$ cat config.mk
export PLATFORM = sky130hd
export DESIGN_NAME = hot_bits_serializer
export DESIGN_NICKNAME = d
export VERILOG_FILES = /design/src/rtl/hot_bits_serializer.sv
export SDC_FILE = /design/constraint.sdc
export NUM_CORES = 1
export LEC_CHECK = 0
export BUFFER_PORTS_ARGS = -buffer_cell sky130_fd_sc_hd__buf_2
export CELL_PAD_IN_SITES_DETAIL_PLACEMENT = 1
export CELL_PAD_IN_SITES_GLOBAL_PLACEMENT = 1
export CORE_ASPECT_RATIO = 1.75
export CORE_UTILIZATION = 45
export CTS_BUF_LIST = sky130_fd_sc_hd__clkbuf_4 sky130_fd_sc_hd__clkbuf_8
export DETAILED_ROUTE_END_ITERATION = 16
export PLACE_DENSITY = 0.92
export SLEW_MARGIN = 0
export SYNTH_ARGS = -nofsm -noshare
export SYNTH_HDL_FRONTEND = slang
export SYNTH_SLANG_ARGS = --single-unit
$ cat constraint.sdc
create_clock -name clk -period 6.75 [get_ports clk]
set_input_delay 1.6875 -clock clk [delete_from_list [all_inputs] [get_ports clk]]
set_output_delay 1.6875 -clock clk [all_outputs]
set_load 0.02 [all_outputs]
$ cat src/rtl/hot_bits_serializer.sv
// hot_bits_serializer
//
// Takes a position vector with any number of set bits. Emits the binary
// index of each set bit, one per beat and lowest index first. An all-zero
// vector is dropped and reported with a one-cycle err_no_hot pulse.
//
// Ports:
//   clk        clock; all logic is on the rising edge
//   nrst       asynchronous active-low reset
//   in_valid   in_pos is valid
//   in_ready   block can accept a vector this cycle
//   in_pos     position vector; bit i set means index i is pending
//   out_valid  out_bin/out_last/out_beat are valid
//   out_ready  consumer accepts the current beat
//   out_bin    index of the lowest pending set bit
//   out_last   current beat is the final set bit of the vector
//   out_beat   beat number within the vector, starting at 0
//   err_no_hot one-cycle pulse: an all-zero vector was accepted
//   dbg_state  FSM state (0 = IDLE, 1 = SCAN) for observation
//
// Handshake rule, used on both sides: a transfer happens on a rising edge
// where valid and ready are both high. A producer holds valid and its data
// stable until that edge and never drops valid without a transfer. Ready
// may depend on the other side's signals combinationally.

module hot_bits_serializer #(
    parameter int BIN_WIDTH = 4,
    parameter int POS_WIDTH = 2 ** BIN_WIDTH
) (
    input  logic                 clk,
    input  logic                 nrst,
    input  logic                 in_valid,
    output logic                 in_ready,
    input  logic [POS_WIDTH-1:0] in_pos,
    output logic                 out_valid,
    input  logic                 out_ready,
    output logic [BIN_WIDTH-1:0] out_bin,
    output logic                 out_last,
    output logic [BIN_WIDTH:0]   out_beat,
    output logic                 err_no_hot,
    output logic                 dbg_state
);

    typedef enum logic {
        ST_IDLE = 1'b0,
        ST_SCAN = 1'b1
    } state_e;

    state_e                 state_q;
    logic [POS_WIDTH-1:0]   pending_q;
    logic [POS_WIDTH-1:0]   pending_d;
    logic [BIN_WIDTH:0]     beat_q;
    logic                   err_q;

    logic [BIN_WIDTH-1:0]   low_idx;
    logic                   one_left;
    logic                   accept;
    logic                   beat_done;

    // pending minus its lowest set bit
    assign pending_d = pending_q & (pending_q - POS_WIDTH'(1));

    // Exactly one bit set: nonzero and clearing the lowest bit leaves zero.
    assign one_left  = (pending_q != '0) && (pending_d == '0);

    // Priority encoder: scan downward so the lowest set bit is written last.
    always_comb begin
        low_idx = '0;
        for (int i = POS_WIDTH - 1; i >= 0; i--) begin
            if (pending_q[i]) begin
                low_idx = BIN_WIDTH'(i);
            end
        end
    end

    assign out_valid  = (state_q == ST_SCAN);
    assign out_bin    = low_idx;
    assign out_last   = one_left;
    assign out_beat   = beat_q;
    assign err_no_hot = err_q;
    assign dbg_state  = state_q;

    assign beat_done  = out_valid & out_ready;
    // Ready during the final beat lets the next vector load with no bubble;
    // this is a deliberate combinational path from out_ready.
    assign in_ready   = (state_q == ST_IDLE) | (beat_done & one_left);
    assign accept     = in_valid & in_ready;

    always_ff @(posedge clk or negedge nrst) begin
        if (!nrst) begin
            state_q   <= ST_IDLE;
            pending_q <= '0;
            beat_q    <= '0;
            err_q     <= 1'b0;
        end else begin
            err_q <= accept && (in_pos == '0);
            if (accept) begin
                // An accept wins over the final-beat return to IDLE.
                if (in_pos != '0) begin
                    pending_q <= in_pos;
                    beat_q    <= '0;
                    state_q   <= ST_SCAN;
                end else begin
                    pending_q <= '0;
                    state_q   <= ST_IDLE;
                end
            end else if (beat_done) begin
                pending_q <= pending_d;
                beat_q    <= beat_q + (BIN_WIDTH + 1)'(1);
                if (one_left) begin
                    state_q <= ST_IDLE;
                end
            end
        end
    end

endmodule

==> metrics.csv, run 1 <==
stage;metric;value;unit
status;status;finished, final reports clean;
sta;final critical-path share of the clock period;64.6;%
pwr;Lkg Pwr;0.813;nW
floorplanning;core box area;0.00343;mm2
global_route;Overall Global Routing Usage;29.5;%
critical_path;critical path endpoint category;output port;
placed_design;hpwl dp;3850;um
sta;final count of pins violating max slew;0;
global_route;first-pass GRT wire length;8180;um
floorplanning;Cell Rows;28;
floorplanning;IO Count;34;
route;Detail Route Antenna Nets;0;
synth;largest area contributor in the netlist;dfrtp_1;
route;Routed WL;5000;um
critical_path;Worst Path Required;5060;ps
layout;commonest non-fill, non-tap cell in the layout;buf_2;
sta;final hold violations;0;
sta;post-layout min period;4360;ps
flow_run;MaxCap Viol Count;0;
sta;Least-Margin Pin Slew;1240;ps
pwr;power per standard cell area;533;mW/mm2
layout;commonest cells after routing, fill and taps aside;33 x buf_2, 23 x dfrtp_1, 16 x nand2_1;
layout;# nets final;229;
synth;Synthesized Nets;206;
critical_path;CP Max Fanout;8;
route;total number of vias;1596;
layout;Area Growth Syn to Fin;10.6;%
route;vias per cell;6.33;
critical_path;critical path class;flop to output port;
placed_design;dpl cells;248;
global_route;pin count of the biggest net entering global routing;31;
critical_path;Critical Path AT;2680;ps
synth;count of cell types in the netlist;53;
sta;# setup viols final;0;
sta;Worst Hold Slack;554;ps
sta;Setup TNS;0;ps
floorplanning;Die Footprint;0.00389;mm2
critical_path;crit path launch type;flop;
synth;post-synthesis instance total;185;
sta;Clock Skew;10.3;ps
cts;clk buf depth;2;
synth;Post-synth top flop;dfrtp_1;
cts;TritonCTS clock tree;yes;
route;wire length per cell;19.9;um
synth;Synth area leaders;dfrtp_1 35%, a22o_1 4.3%, nand2_1 3.7%, nor2_1 3.4%, o21ai_1 3.4%;
floorplanning;Initial Util;47.6;%
route;1st-pass router iterations;4;
synth;flops & latches, synth;23;
sta;RSZ-0062 raised after global routing;false;
layout;share of cells above drive strength 1;24.2;%
min_path;worst hold path type;flop to flop;
cts;CTS H-Tree Depth;1;
layout;final std cells w/o fill;252;
cts;setup repair bufs after CTS;0;
placed_design;Routability Congestion;0.935;
cts;CTS Hold Buffers Added;0;
cts;TritonCTS sink count;23;
floorplanning;chip width;47.6;um
synth;FFs w/ async S/R, synth;100;%
global_route;global route overflow;0;
global_route;initial antenna violation count;0;
global_route;most used routing layer;met2;
cts;Worst-Skew Late Latency;280;ps
cts;cts repair resizes;0;
synth;Seq/Total Area, Yosys;35.2;%
global_route;vias in the first global route;1713;
placed_design;port bufs;33;
synth;mapped cell area;0.00163;mm2
synth;number of flops mapped to enable cells by yosys;0;
pwr;maximum vdd drop;237;uV
synth;area fraction of the dominant cell type after synthesis;35.2;%
route;drt first-iter violations;63;
global_route;met2 Usage GRT;53.0;%
synth;syn avg cell area;8.83;um2
route;DRC;0;
floorplanning;die height;81.7;um
layout;antenna cell count;0;
sta;Max transition margin;17.2;%
global_route;met3 usage;3.96;%
cts;total CTS buffers;3;
global_route;M1 GR Usage;34.2;%
sta;Fmax;229;MHz
cts;root buf cell;clkbuf_8;
synth;Synth Warn #;0;
cts;clock slew at reported path FFs;100;ps
-- power by group --
part | total (mW) | switching (mW) | internal [mW]
logic | 0.598 | 0.370 | 0.228
clock network | 0.0917 | 0.0502 | 0.0414
registers | 0.274 | 0.0884 | 0.185
-- worst max-delay path: stages, from the launching register on --
cell     delay [ps]
dfrtp_1         490
nor4_4          500
nand2_1         200
nor4_1          520
o311a_1         290
nand3_1         130
nand2_1         110
buf_2           160
-- final cells by class --
class                      instances  area [um2]
fill                             441        1630
multi-input combinational        140         938
sequential                        23         576
timing repair buffer              33         165
tap                               45        56.3
clock buffer                       3        41.3
inverter                           7        26.3
clock inverter                     1        5.00
-- logic make-up (layout without fill, tap and decap cells) --
family                     Yosys count  count (layout)  synth area share (%)
buffers and inverters               22              44                  7.35
adders and majority gates            2               2                  1.38
DFF                                 23              23                  35.2
AOI/OAI and AO/OA                   64              64                  31.1
muxes                                1               1                 0.613
and+or+nand+nor                     73              73                  24.4
-- final timing paths --
check	startpoint	slack (ps)	cells past startpoint	to
setup / recovery	pending_q[3]	2390	7	in_ready
hold / removal	out_beat[0]	550	1	out_beat[0]
setup reg to reg	pending_q[5]	3240	7	pending_q[8]
hold reg to reg	out_beat[0]	550	1	out_beat[0]
max in group asynchronous	nrst	4980	1	pending_q[9]
min in group asynchronous	nrst	1390	1	pending_q[10]
-- synth_stat cells, types with 2 or more instances --
library cell	instances
a31o_2	2
nor3_1	7
buf_2	3
or4_1	3
and2_1	3
or3_1	2
nor2_1	15
buf_6	4
a22o_1	8
nand2_1	16
dfrtp_1	23
inv_1	7
o221ai_1	2
nand2b_1	3
o21ai_2	2
clkbuf_1	7
nor4_1	8
a21o_1	2
nand3_1	8
o21ai_0	7
o311a_1	2
a21oi_1	7
o21ai_1	11
o211ai_1	2
o21bai_1	3
-- stage by stage --
step                utilization [%]  power, mW  worst slack, ps  area (um2)
floorplan                         -      0.721             2920        1630
global route                   52.7       1.03             2180        1810
finish                         52.7      0.963             2390        1810
detailed placement             51.3      0.865             2730        1760
global placement               51.3      0.830             2790        1760
CTS                            52.7      0.958             2410        1810
-- metal layers --
| metal | up-vias | wire length, um |
|---|---|---|
| met1 | 802 | 1970 |
| met5 | - | 0 |
| met3 | 12 | 154 |
| met4 | 0 | 123 |
| met2 | 41 | 2750 |
| li1 | 741 | - |
-- sequential cells by signal, indices dropped and copies added, names as in the netlist --
name and flops:
out_beat 5, err_no_hot 1, dbg_state 1, pending_q 16
Power figures use the tool's default switching activity.
==> run 2, diff against run 1 <==
--- a/config.mk
+++ b/config.mk
@@ -9,10 +9,10 @@
 export CELL_PAD_IN_SITES_DETAIL_PLACEMENT = 1
 export CELL_PAD_IN_SITES_GLOBAL_PLACEMENT = 1
 export CORE_ASPECT_RATIO = 1.75
-export CORE_UTILIZATION = 45
+export CORE_UTILIZATION = 38
 export CTS_BUF_LIST = sky130_fd_sc_hd__clkbuf_4 sky130_fd_sc_hd__clkbuf_8
 export DETAILED_ROUTE_END_ITERATION = 16
-export PLACE_DENSITY = 0.92
+export PLACE_DENSITY = 0.84
 export SLEW_MARGIN = 0
 export SYNTH_ARGS = -nofsm -noshare
 export SYNTH_HDL_FRONTEND = slang
==> constraint.sdc (replaced) <==
create_clock -name clk -period 4 [get_ports clk]
set_input_delay 1 -clock clk [delete_from_list [all_inputs] [get_ports clk]]
set_output_delay 1 -clock clk [all_outputs]
set_load 0.02 [all_outputs]
==> run 2 against run 1 <==
Effect of this change:
- via count is 0.88% lower
- register-to-register slack worse by 2100 ps
- critical path type unchanged
- setup slack worse by 2000 ps
- critical endpoint unchanged
==> metrics.csv, run 2 (synthesized netlist as in run 1, its figures left out) <==
stage;metric;value;unit;change
status;status;finished, final reports clean;;unchanged
critical_path;critical path class;flop to output port;;unchanged
route;Detail Route Antenna Nets;0;;unchanged
route;Routed WL;4790;um;was 5000 um
global_route;most used routing layer;met2;;unchanged
pwr;Lkg Pwr;0.819;nW;was 0.813 nW
floorplanning;core box area;0.00411;mm2;was 0.00343 mm2
sta;# setup viols final;0;;unchanged
critical_path;Critical Path AT;2610;ps;was 2680 ps
layout;commonest non-fill, non-tap cell in the layout;buf_2;;unchanged
route;total number of vias;1582;;was 1,596
sta;final critical-path share of the clock period;90.1;%;
sta;Setup TNS;0;ps;unchanged
min_path;Min-Delay Path Depth;2;;was 1
route;1st-pass router iterations;5;;was 4
floorplanning;die height;88.8;um;was 81.7 um
cts;TritonCTS sink count;23;;unchanged
global_route;initial antenna violation count;0;;unchanged
cts;clock slew at reported path FFs;90;ps;was 100 ps
floorplanning;Die Footprint;0.00458;mm2;was 0.00389 mm2
layout;fillers;535;;was 441
sta;Max transition margin;56.3;%;was 17.2%
global_route;M1 GR Usage;24.1;%;was 34.2%
critical_path;worst reg-to-reg setup slack;1120;ps;was 3240 ps
global_route;Overall Global Routing Usage;22.8;%;was 29.5%
route;vias per cell;6.16;;was 6.33
layout;FF/Latch Area;576;um2;unchanged
sta;Least-Margin Pin Slew;650;ps;was 1240 ps
layout;share of cells above drive strength 1;24.5;%;was 24.2%
cts;clk buf depth;2;;unchanged
global_route;met3 usage;3.78;%;was 3.96%
cts;total CTS buffers;3;;unchanged
pwr;power per standard cell area;882;mW/mm2;was 533 mW/mm2
global_route;met2 Usage GRT;42.3;%;was 53.0%
sta;RSZ-0062 raised after global routing;false;;unchanged
flow_run;MaxCap Viol Count;0;;unchanged
layout;fin area;0.00182;mm2;was 0.00181 mm2
cts;setup repair bufs after CTS;0;;unchanged
global_route;vias in the first global route;1605;;was 1,713
route;drt first-iter violations;38;;was 63
sta;final count of pins violating max slew;0;;unchanged
layout;Area Growth Syn to Fin;11.6;%;was 10.6%
cts;Worst-Skew Late Latency;270;ps;was 280 ps
sta;post-layout min period;3610;ps;
placed_design;Routability Congestion;0.867;;was 0.935
layout;# nets final;230;;was 229
sta;Fmax;277;MHz;
route;DRC;0;;unchanged
min_path;worst hold path type;flop to flop;;unchanged
sta;Clock Skew;9.48;ps;was 10.3 ps
global_route;global route overflow;0;;unchanged
critical_path;CP Max Fanout;8;;unchanged
pwr;maximum vdd drop;413;uV;was 237 uV
layout;antenna cell count;0;;unchanged
floorplanning;Initial Util;39.7;%;was 47.6%
placed_design;port bufs;33;;unchanged
critical_path;Worst R2R Path Depth;8;;was 7
layout;Multi-input gate area;938;um2;unchanged
cts;TritonCTS clock tree;yes;;unchanged
placed_design;Placed Area;0.00177;mm2;was 0.00176 mm2
sta;final hold violations;0;;unchanged
critical_path;Worst Path Required;3000;ps;was 5060 ps
cts;cts repair resizes;0;;unchanged
cts;root buf cell;clkbuf_8;;unchanged
layout;max reg flops;16;;unchanged
floorplanning;Cell Rows;31;;was 28
critical_path;critical path endpoint category;output port;;unchanged
floorplanning;IO Count;34;;unchanged
global_route;first-pass GRT wire length;7690;um;was 8180 um
layout;Top reg by flops;pending_q;;unchanged
placed_design;hpwl dp;3690;um;was 3850 um
critical_path;crit path launch type;flop;;unchanged
layout;commonest cells after routing, fill and taps aside;33 x buf_2, 23 x dfrtp_1, 16 x nand2_1;;unchanged
pwr;PnR Total Power;1.61;mW;was 963 uW
route;wire length per cell;18.6;um;was 19.9 um
cts;CTS H-Tree Depth;1;;unchanged
cts;CTS Hold Buffers Added;0;;unchanged
global_route;pin count of the biggest net entering global routing;25;;was 31
floorplanning;chip width;51.6;um;was 47.6 um
==> run 2: area by class of cell <==
class	instances	area share (%)
Tap cell	49	3.36
Timing Repair Buffer	34	9.47
Clock buffer	4	2.68
Sequential cell	23	31.6
Multi-Input combinational cell	140	51.5
Inverter	7	1.44
==> run 2: per-stage QoR <==
stage / hold WS [ps] / utilization (%) / setup WS (ps) / cells
6_report: 567 / 44.3 / 395 / 257
3_3_place_gp: 523 / 43.2 / 743 / 253
5_1_grt: 591 / 44.3 / 170 / 257
3_5_place_dp: 546 / 43.2 / 672 / 253
4_1_cts: 567 / 44.3 / 385 / 257
2_1_floorplan: 542 / - / 855 / 185
==> run 2: critical path: stages (launching register included) <==
cell	delay, ps
dfrtp_1	470
nor4_1	480
nand2_1	220
nor4_1	480
o311a_1	290
nand3_1	130
nand2_1	110
buf_2	170
==> run 2: path summary, 6_finish.rpt <==
check,startpoint,to
hold / removal,out_beat[1],out_beat[1]
setup reg to reg,pending_q[3],pending_q[6]
min in group asynchronous,nrst,pending_q[12]
setup / recovery,pending_q[5],in_ready
max in group asynchronous,nrst,out_beat[3]
hold reg to reg,out_beat[1],out_beat[1]
==> run 2: layer usage <==
metal | vias up | wire (um)
met5 | - | 0
met4 | 0 | 136
met3 | 12 | 220
met2 | 55 | 2610
met1 | 775 | 1820
li1 | 740 | -
==> run 2: where the power goes <==
group,switching [mW],internal [mW]
logic,0.599,0.386
registers,0.151,0.312
clock network,0.0816,0.0781
==> run 3, diff against run 2 <==
--- a/config.mk
+++ b/config.mk
@@ -9,10 +9,9 @@
 export CELL_PAD_IN_SITES_DETAIL_PLACEMENT = 1
 export CELL_PAD_IN_SITES_GLOBAL_PLACEMENT = 1
 export CORE_ASPECT_RATIO = 1.75
-export CORE_UTILIZATION = 38
-export CTS_BUF_LIST = sky130_fd_sc_hd__clkbuf_4 sky130_fd_sc_hd__clkbuf_8
+export CORE_UTILIZATION = 37
 export DETAILED_ROUTE_END_ITERATION = 16
-export PLACE_DENSITY = 0.84
+export PLACE_DENSITY = 0.82
 export SLEW_MARGIN = 0
 export SYNTH_ARGS = -nofsm -noshare
 export SYNTH_HDL_FRONTEND = slang
==> run 3 against run 2 <==
Effect of this change:
- combinational power increased by 1%
- final cell count increased by 0.78%
- setup slack improved by 4.5 ps
- utilization decreased by 0.52 points
- flip-flop and latch count unchanged
- via count decreased by 2.4%
- clock-buffer cell count decreased by 1
- final area increased by 0.69%
- hold slack improved by 4.6 ps
- sequential power decreased by 1%
- critical path type unchanged
==> metrics.csv, run 3 (synthesized netlist as in run 1, its figures left out) <==
stage;metric;value;unit;change
route;Routed WL;4560;um;was 4790 um
global_route;vias in the first global route;1582;;was 1,605
global_route;pin count of the biggest net entering global routing;24;;was 25
floorplanning;Cell Rows;31;;unchanged
cts;CTS H-Tree Depth;1;;unchanged
sta;final critical-path share of the clock period;90.0;%;was 90.1%
pwr;Pint;782;uW;was 777 uW
route;total number of vias;1544;;was 1,582
sta;final count of pins violating max slew;0;;unchanged
floorplanning;die height;89.9;um;was 88.8 um
sta;# setup viols final;0;;unchanged
critical_path;worst reg2reg startpoint;pending_q[5];;was pending_q[3]
sta;Fmax;278;MHz;was 277 MHz
critical_path;Worst Path Required;3000;ps;about the same
sta;Max transition margin;54.3;%;was 56.3%
pwr;clock share of power;9.5;%;was 9.9%
cts;cts repair resizes;0;;unchanged
min_path;Hold EP;out_beat[1];;unchanged
pwr;power per standard cell area;875;mW/mm2;was 882 mW/mm2
route;1st-pass router iterations;4;;was 5
layout;max reg flops;16;;unchanged
pwr;Reg power frac;28.5;%;was 28.8%
global_route;first-pass GRT wire length;7780;um;was 7690 um
pwr;Sw Pwr;823;uW;was 832 uW
pwr;PnR Total Power;1.61;mW;about the same
route;DRC;0;;unchanged
critical_path;Worst Path Buf+Inv;1;;unchanged
cts;total CTS buffers;3;;unchanged
floorplanning;IO Count;34;;unchanged
route;Detail Route Antenna Nets;0;;unchanged
floorplanning;Die Footprint;0.00470;mm2;was 0.00458 mm2
layout;Area Growth Syn to Fin;12.3;%;was 11.6%
cts;clk buf depth;2;;unchanged
cts;Worst-Skew Late Latency;270;ps;about the same
critical_path;CP Max Fanout;8;;unchanged
cts;TritonCTS clock tree;yes;;unchanged
sta;Final WS setup;399;ps;was 395 ps
sta;Worst Hold Slack;571;ps;was 567 ps
global_route;Overall Global Routing Usage;22.1;%;was 22.8%
placed_design;setup slack at placement;704;ps;was 672 ps
placed_design;hpwl dp;3620;um;was 3690 um
min_path;worst hold path type;flop to flop;;unchanged
sta;Least-Margin Pin Slew;680;ps;was 650 ps
critical_path;CP Depth;7;;unchanged
pwr;Sw Share;51.3;%;was 51.7%
cts;CTS Hold Buffers Added;0;;unchanged
layout;commonest non-fill, non-tap cell in the layout;buf_2;;unchanged
sta;RSZ-0062 raised after global routing;false;;unchanged
route;vias per cell;5.96;;was 6.16
critical_path;worst flop-to-flop path endpoint;pending_q[8];;was pending_q[6]
min_path;Min-Delay Path Depth;2;;unchanged
critical_path;Critical Path AT;2600;ps;was 2610 ps
route;wire length per cell;17.6;um;was 18.6 um
layout;antenna cell count;0;;unchanged
pwr;Lkg Pwr;0.828;nW;was 0.819 nW
pwr;maximum vdd drop;367;uV;was 413 uV
cts;TritonCTS sink count;23;;unchanged
critical_path;critical path endpoint category;output port;;unchanged
cts;root buf cell;clkbuf_8;;unchanged
sta;post-layout min period;3600;ps;was 3610 ps
layout;Top reg by flops;pending_q;;unchanged
pwr;Comb pwr share;62.0;%;was 61.3%
critical_path;Worst R2R Path Depth;8;;unchanged
critical_path;crit path launch type;flop;;unchanged
sta;Setup TNS;0;ps;unchanged
floorplanning;core box area;0.00419;mm2;was 0.00411 mm2
floorplanning;chip width;52.2;um;was 51.6 um
critical_path;max incr delay on CP;550;ps;was 480 ps
floorplanning;Initial Util;39.0;%;was 39.7%
critical_path;cells along the critical path;nor4_1 > nand2_1 > nor4_1 > o311a_1 > nand3_1 > nand2_1 > buf_2;;unchanged
global_route;initial antenna violation count;0;;unchanged
placed_design;Routability Congestion;0.904;;was 0.867
layout;share of cells above drive strength 1;25.2;%;was 24.5%
critical_path;Slowest-stage cell, CP;nor4_1;;unchanged
status;status;finished, final reports clean;;unchanged
cts;clock slew at reported path FFs;90;ps;about the same
layout;# nets final;232;;was 230
flow_run;MaxCap Viol Count;0;;unchanged
critical_path;Top delay family on crit path;simple AND/OR/NAND/NOR gates;;unchanged
placed_design;port bufs;33;;unchanged
cts;setup repair bufs after CTS;0;;unchanged
min_path;Worst Hold Launch;out_beat[1];;unchanged
critical_path;critical path class;flop to output port;;unchanged
layout;commonest cells after routing, fill and taps aside;33 x buf_2, 23 x dfrtp_1, 16 x nand2_1;;unchanged
critical_path;worst reg-to-reg setup slack;1200;ps;was 1120 ps
route;drt first-iter violations;25;;was 38
sta;final hold violations;0;;unchanged
layout;fin util;43.8;%;was 44.3%
sta;Clock Skew;3.17;ps;was 9.48 ps
global_route;global route overflow;0;;unchanged
## run 3: cell type report
cell class | count | area [um2]
clock inverters | 1 | 5.00
flip-flops and latches | 23 | 576
well taps | 49 | 61.3
fillers | 525 | 2350
inverters | 7 | 26.3
multi-input cells | 140 | 938
clock buffers | 3 | 41.3
repair buffers | 36 | 188
## run 3: worst max-delay path by stage
stage                       from  slack [ps]  endpoint
CTS                 pending_q[5]         400  in_ready
finish              pending_q[5]         400  in_ready
global placement    pending_q[3]         770  in_ready
detailed placement  pending_q[5]         700  in_ready
global route        pending_q[5]          80  in_ready
floorplan           pending_q[2]         850  in_ready
## run 3: tightest hold or removal path, stage by stage, from the launching register on
cell	delay (ps)
dfrtp_1	400
nand2_1	60
o21ai_0	70
## run 3: stage by stage
| stage | instance area, um2 | cells |
|---|---|---|
| 2_1_floorplan | 1630 | 185 |
| 3_3_place_gp | 1790 | 255 |
| 3_5_place_dp | 1790 | 255 |
| 4_1_cts | 1840 | 259 |
| 5_1_grt | 1840 | 259 |
| 6_report | 1840 | 259 |
## run 3: power by group through the flow
stage | Combinational (mW) | Clock [mW] | Sequential (mW)
3_5_place_dp | 0.999 | 0 | 0.460
4_1_cts | 1.00 | 0.159 | 0.456
3_3_place_gp | 0.985 | 0 | 0.455
5_1_grt | 1.10 | 0.168 | 0.477
6_report | 0.995 | 0.152 | 0.458
2_1_floorplan | 0.805 | 0 | 0.412
## run 3: metal layers
metal | share of wire, % | wire [um] | GRT usage [%]
met1 | 41 | 1850 | 25.7
met2 | 55 | 2510 | 40.0
met3 | 2.5 | 115 | 2.54
met4 | 2.0 | 93 | 7.02
met5 | 0 | 0 | 0
